### src/rtl/emergency_request_arbiter_if.sv
// Request/grant bundle between the emergency arbiter and its environment.
// The master side drives the requests and enable; the slave is the arbiter.
interface emergency_request_arbiter_if;
  logic       vsw;
  logic [3:0] emergency_req;
  logic [3:0] Emergency_green;
  logic       grant_active;
  logic       timeout;
  logic [3:0] pending;

  modport master (
    output vsw,
    output emergency_req,
    input  Emergency_green,
    input  grant_active,
    input  timeout,
    input  pending
  );

  modport slave (
    input  vsw,
    input  emergency_req,
    output Emergency_green,
    output grant_active,
    output timeout,
    output pending
  );
endinterface

### src/rtl/emergency_request_arbiter.sv
// Emergency request conditioner: sync, debounce, round-robin grant with
// minimum hold, maximum grant time, lockout and post-grant cooldown.
module emergency_request_arbiter #(
  parameter int FREQUENCY        = 2,
  parameter int DEBOUNCE_CYCLES  = 4,
  parameter int HOLD_SECONDS     = 3,
  parameter int MAX_SECONDS      = 8,
  parameter int COOLDOWN_SECONDS = 2
) (
  input logic clk,
  input logic reset,
  emergency_request_arbiter_if.slave bus
);

  localparam int CW = $clog2(DEBOUNCE_CYCLES + 1);
  localparam int SW = (FREQUENCY > 1) ? $clog2(FREQUENCY) : 1;

  localparam logic [1:0] IDLE  = 2'd0;
  localparam logic [1:0] GRANT = 2'd1;
  localparam logic [1:0] COOL  = 2'd2;

  logic [3:0]         s1_q, s1_d;
  logic [3:0]         s2_q, s2_d;
  logic [3:0]         deb_q, deb_d;
  logic [3:0][CW-1:0] dcnt_q, dcnt_d;
  logic [3:0]         lock_q, lock_d;
  logic [3:0]         pend_q, pend_d;
  logic [1:0]         state_q, state_d;
  logic [1:0]         win_q, win_d;
  logic [1:0]         rr_q, rr_d;
  logic [SW-1:0]      sub_q, sub_d;
  logic [7:0]         el_q, el_d;
  logic [3:0]         green_q, green_d;
  logic               act_q, act_d;
  logic               to_q, to_d;

  logic [3:0] pend_c;
  logic [1:0] pick;
  logic [1:0] idx;
  logic       tick;

  always_comb begin
    s1_d   = bus.emergency_req;
    s2_d   = s1_q;
    deb_d  = deb_q;
    dcnt_d = dcnt_q;
    for (int b = 0; b < 4; b++) begin
      if (s2_q[b] != deb_q[b]) begin
        if (dcnt_q[b] == CW'(DEBOUNCE_CYCLES - 1)) begin
          deb_d[b]  = s2_q[b];
          dcnt_d[b] = '0;
        end else begin
          dcnt_d[b] = dcnt_q[b] + CW'(1);
        end
      end else begin
        dcnt_d[b] = '0;
      end
    end
  end

  // Round-robin: first pending road after the last winner; the
  // last winner itself is the lowest-priority candidate.
  always_comb begin
    pend_c = deb_q & ~lock_q;
    pick   = rr_q;
    idx    = '0;
    for (int i = 4; i >= 1; i--) begin
      idx = rr_q + 2'(i);
      if (pend_c[idx]) pick = idx;
    end
  end

  assign tick = (sub_q == SW'(FREQUENCY - 1));

  always_comb begin
    state_d = state_q;
    win_d   = win_q;
    rr_d    = rr_q;
    lock_d  = lock_q & deb_q;
    pend_d  = pend_c;
    to_d    = 1'b0;
    sub_d   = tick ? '0 : sub_q + SW'(1);
    el_d    = (tick && el_q != 8'hFF) ? el_q + 8'd1 : el_q;
    unique case (state_q)
      IDLE: begin
        if (bus.vsw && |pend_c) begin
          state_d = GRANT;
          win_d   = pick;
          rr_d    = pick;
          sub_d   = '0;
          el_d    = '0;
        end
      end
      GRANT: begin
        if (!bus.vsw) begin
          state_d = IDLE;
        end else if (tick && el_q == 8'(MAX_SECONDS - 1)) begin
          state_d       = COOL;
          to_d          = 1'b1;
          lock_d[win_q] = 1'b1;
          sub_d         = '0;
          el_d          = '0;
        end else if (el_q >= 8'(HOLD_SECONDS) && !deb_q[win_q]) begin
          state_d = COOL;
          sub_d   = '0;
          el_d    = '0;
        end
      end
      COOL: begin
        if (!bus.vsw) begin
          state_d = IDLE;
        end else if (tick && el_q == 8'(COOLDOWN_SECONDS - 1)) begin
          state_d = IDLE;
        end
      end
      default: state_d = IDLE;
    endcase
    green_d = (state_d == GRANT) ? (4'b0001 << win_d) : 4'b0000;
    act_d   = (state_d == GRANT);
  end

  always_ff @(posedge clk) begin
    if (reset) begin
      s1_q    <= '0;
      s2_q    <= '0;
      deb_q   <= '0;
      dcnt_q  <= '0;
      lock_q  <= '0;
      pend_q  <= '0;
      state_q <= IDLE;
      win_q   <= '0;
      rr_q    <= 2'd3;
      sub_q   <= '0;
      el_q    <= '0;
      green_q <= '0;
      act_q   <= 1'b0;
      to_q    <= 1'b0;
    end else begin
      s1_q    <= s1_d;
      s2_q    <= s2_d;
      deb_q   <= deb_d;
      dcnt_q  <= dcnt_d;
      lock_q  <= lock_d;
      pend_q  <= pend_d;
      state_q <= state_d;
      win_q   <= win_d;
      rr_q    <= rr_d;
      sub_q   <= sub_d;
      el_q    <= el_d;
      green_q <= green_d;
      act_q   <= act_d;
      to_q    <= to_d;
    end
  end

  assign bus.Emergency_green = green_q;
  assign bus.grant_active    = act_q;
  assign bus.timeout         = to_q;
  assign bus.pending         = pend_q;

endmodule

### src/flat_wrapper.sv
// flat-port wrapper written by rule: the top's interface ports become plain ports
module emergency_request_arbiter_flat 
#(
  parameter int FREQUENCY        = 2,
  parameter int DEBOUNCE_CYCLES  = 4,
  parameter int HOLD_SECONDS     = 3,
  parameter int MAX_SECONDS      = 8,
  parameter int COOLDOWN_SECONDS = 2
)
  (clk, reset, bus_vsw, bus_emergency_req, bus_Emergency_green, bus_grant_active, bus_timeout, bus_pending);
  emergency_request_arbiter_if bus_i ();
  input logic clk;
  input logic reset;
  input wire logic [$bits(bus_i.vsw)-1:0] bus_vsw;
  input wire logic [$bits(bus_i.emergency_req)-1:0] bus_emergency_req;
  output wire logic [$bits(bus_i.Emergency_green)-1:0] bus_Emergency_green;
  output wire logic [$bits(bus_i.grant_active)-1:0] bus_grant_active;
  output wire logic [$bits(bus_i.timeout)-1:0] bus_timeout;
  output wire logic [$bits(bus_i.pending)-1:0] bus_pending;
  assign bus_i.vsw = bus_vsw;
  assign bus_i.emergency_req = bus_emergency_req;
  assign bus_Emergency_green = bus_i.Emergency_green;
  assign bus_grant_active = bus_i.grant_active;
  assign bus_timeout = bus_i.timeout;
  assign bus_pending = bus_i.pending;
  emergency_request_arbiter #(.FREQUENCY(FREQUENCY), .DEBOUNCE_CYCLES(DEBOUNCE_CYCLES), .HOLD_SECONDS(HOLD_SECONDS), .MAX_SECONDS(MAX_SECONDS), .COOLDOWN_SECONDS(COOLDOWN_SECONDS)) u_core (.clk(clk), .reset(reset), .bus(bus_i));
endmodule
### config.mk
export PLATFORM = sky130hd
export DESIGN_NAME = emergency_request_arbiter_flat
export DESIGN_NICKNAME = d
export VERILOG_FILES = /design/src/rtl/emergency_request_arbiter_if.sv /design/src/rtl/emergency_request_arbiter.sv /design/src/flat_wrapper.sv
export SDC_FILE = /design/constraint.sdc
export NUM_CORES = 1
export LEC_CHECK = 0
export ABC_CLOCK_PERIOD_IN_PS = 2200
export CAP_MARGIN = 15
export CELL_PAD_IN_SITES_DETAIL_PLACEMENT = 1
export CELL_PAD_IN_SITES_GLOBAL_PLACEMENT = 2
export CORE_MARGIN = 2
export CORE_UTILIZATION = 36
export DETAILED_ROUTE_END_ITERATION = 12
export GPL_ROUTABILITY_DRIVEN = 0
export GPL_TIMING_DRIVEN = 0
export PLACE_DENSITY = 0.76
export SETUP_SLACK_MARGIN = 0.2
export SLEW_MARGIN = 25
export SYNTH_ARGS = -nofsm -noshare
export SYNTH_HDL_FRONTEND = slang
export SYNTH_SLANG_ARGS = --single-unit
### constraint.sdc
create_clock -name clk -period 2.2 [get_ports clk]
set_clock_uncertainty 0.1 [all_clocks]
set_input_delay 0.33 -clock clk [delete_from_list [all_inputs] [get_ports clk]]
set_output_delay 0.33 -clock clk [all_outputs]
set_load 0.05 [all_outputs]
==> run summary <==
status - finished clean
Hold-fix buffers, CTS - 0
full die area - 6570 um2
Detailed Route WL - 4.28 mm
Finished Core Util - 44.0%
Largest delay share family, worst path - compound AO/OA/AOI/OAI gates
synthesized instance count - 223
Nets - 266
pre-CTS WS - -0.117 ns
CTS sink count - 53
vias per cell - 4.87
CP peak stage delay - 0.39 ns
DPL Wire Length - 3.11 mm
Buf/Inv on CP - 1
Peak Freq - 516 MHz
Congestion Overflow GR - 0
Starting Density - 36.7%
chip width - 81.0 um
Post-DRT Antenna Nets - 0
GRT Total Usage - 13.7%
die height - 81.0 um
max-slew violations - 0
CTS Buf Count - 5
first-pass GRT wire length - 6.98 mm
CTS max path bufs - 2
fillers - 691
worst path cell trace - buf_6 > mux4_2 > a31oi_1 > or3_1 > a211o_4 > a211oi_2
CP max-delay cell - a211o_4
R2R cell count - 6
Port Buf Inserts - 16
relative slew slack - 64.1%
max_cap viols - 0
share of flip-flops with an asynchronous set or reset - 0%
Cell Pwr Density - 631 nW/um2
Top FF cell, synth - dfxtp_1
crit-path max FO - 8
final setup fails - 0
synth-to-layout area growth - 19.8%
Unique masters post-synth - 42
leak pwr - 0.942 nW
maximum VDD drop - 0.000295 V
Final period util - 88.0%
hold crit path type - reg -> reg
r2r startpoint - u_core.win_q[0]
r2r endpoint - u_core.el_q[6]
CP startpoint kind - register
initial antenna violation count - 0
Detailed Routing Iterations Pass 1 - 3
share of layout cells above drive strength 1 - 14.0%
Mapped Area - 2140 um2
largest net degree at the start of global routing - 18
register area share after synthesis - 49.7%
Synth area leaders - dfxtp_1, nor2_1, ha_1
Row Count - 28
Critical Path Stages - 6
Synth Net Count - 240
crit path kind - reg -> reg
TNS Setup - 0 ns
min Tclk post-route - 1.94 ns
Clock Latency Late Sink - 0.31 ns
clock root cell - clkbuf_8
antenna cells - 0
DRC errors left - 0
cell taking the most area after synthesis - dfxtp_1
Synth top area share - 49.7%
Post-synth EDFFs - 0
CORE AREA - 5820 um2
CTS tree - done
num ports - 17
First DRT Iteration DRCs - 32
synth warn - 0
r2r setup slk - 0.26 ns
Required @ worst endpoint - 2.34 ns
Critical path destination - u_core.el_q[6]
Final Hold Fails - 0
Least-Margin Pin Slew - 0.539 ns
WL per Instance - 13.2 um
Via Count - 1,582
unrepaired setup endpoints after global routing - true
Clock transition at path regs - 0.10 ns
Avg Cell Area, Syn - 9.58 um2
Yosys reg bits - 53
endpoint class of the critical path - register
Worst Slack Setup Final - 0.263 ns
crit path from - u_core.win_q[0]
Final Power - 1.61 mW
vias in the first global route - 1,530
H-tree Lvls - 2
start point of the worst hold path - u_core.dcnt_q[9]
worst path arrival time - 2.07 ns
[layout by cell type, fill, tap and decap left out, types with 3 or more instances in the layout]
master	instances
nand3_1	3
nor2b_1	10
dfxtp_1	49
clkbuf_8	5
xnor2_1	9
ha_1	10
nor3b_1	3
o22ai_1	4
mux2_2	3
clkdlybuf4s50_1	16
buf_4	3
clkbuf_2	3
or3_1	7
nand2b_1	6
nand2_1	6
inv_1	15
mux2i_1	6
nor2_1	40
dfxtp_2	4
nor3_1	7
[kinds of logic (layout without fill, tap and decap cells)]
kind of cell / count (synthesis) / after routing / share of synthesized area, %
AOI/OAI and AO/OA: 25 / 25 / 9.14
xor gates and xnor gates: 10 / 10 / 4.10
adders and majority gates: 10 / 10 / 5.86
buffers and inverters: 22 / 49 / 4.28
DFF: 53 / 53 / 49.7
muxes: 10 / 10 / 5.45
and+or+nand+nor: 93 / 93 / 21.5
[area by class of cell]
class                           instances  area [um2]  area share, %
Inverter                               15        56.3           2.20
Timing Repair Buffer                   19         183           7.14
Buffer                                  7        38.8           1.52
Clock buffer                            5        68.8           2.69
Tap cell                               75        93.8           3.67
Clock inverter                          3        22.5          0.880
Multi-Input combinational cell        148        1030           40.2
Sequential cell                        53        1070           41.7
[where the power goes]
part	total (mW)	switching (mW)	internal (mW)
Clock	0.564	0.337	0.227
Sequential	0.983	0.00997	0.973
Combinational	0.0668	0.0355	0.0313
Total	1.61	0.382	1.23
[metal layers]
layer	global-route usage, %	wire length, um	up-vias	part of all wire (%)
li1	-	-	813	-
met2	24.0	2110	13	49
met3	3.00	89	4	2.1
met4	4.07	43	0	1.0
met5	0	0	-	0
met1	16.8	2040	752	48
[cell usage after synthesis (all sizes together), types with 2 or more instances]
cell type	number
dfxtp	53
nor2	41
inv	15
ha	10
nor2b	10
xnor2	9
nor3	8
nand2	7
or3	7
mux2i	6
nand2b	6
clkbuf	5
o22ai	5
nand3	4
mux2	3
nor3b	3
a211o	2
a211oi	2
a21oi	2
a31oi	2
a32oi	2
buf	2
nand4	2
nor4	2
o21ai	2
[worst min-delay path by stage]
stage                             to  slack [ns]  depth (start not counted)
floorplan           u_core.dcnt_q[0]        0.30                          1
global placement    u_core.dcnt_q[6]        0.31                          1
detailed placement  u_core.dcnt_q[9]        0.32                          1
CTS                 u_core.dcnt_q[9]        0.34                          1
global route        u_core.dcnt_q[9]        0.36                          1
finish              u_core.dcnt_q[9]        0.33                          1
[through the flow]
stage / std cells / area (um2) / hold slack, ns
after detailed placement: 314 / 2390 / 0.322
after floorplan: 223 / 2140 / 0.299
final: 325 / 2560 / 0.332
after CTS: 322 / 2500 / 0.336
after global routing: 325 / 2560 / 0.358
after global placement: 314 / 2390 / 0.309
[what timing repair did]
item	4_1_cts	5_1_grt
buffers inserted	0	3
pin swaps	2	2
endpoints found under the setup margin	8	13
resized for setup	6	13
[registers in the layout, indices dropped and copies added, names as in the netlist]
register / flops
u_core.bus.Emergency_green: 4
u_core.bus.grant_active: 1
u_core.bus.pending: 4
u_core.bus.timeout: 1
u_core.dcnt_q: 12
u_core.deb_q: 4
u_core.el_q: 8
u_core.lock_q: 4
u_core.rr_q: 2
u_core.s1_q: 4
u_core.s2_q: 4
u_core.state_q: 2
u_core.sub_q: 1
u_core.win_q: 2
(Power assumes the default switching activity.)
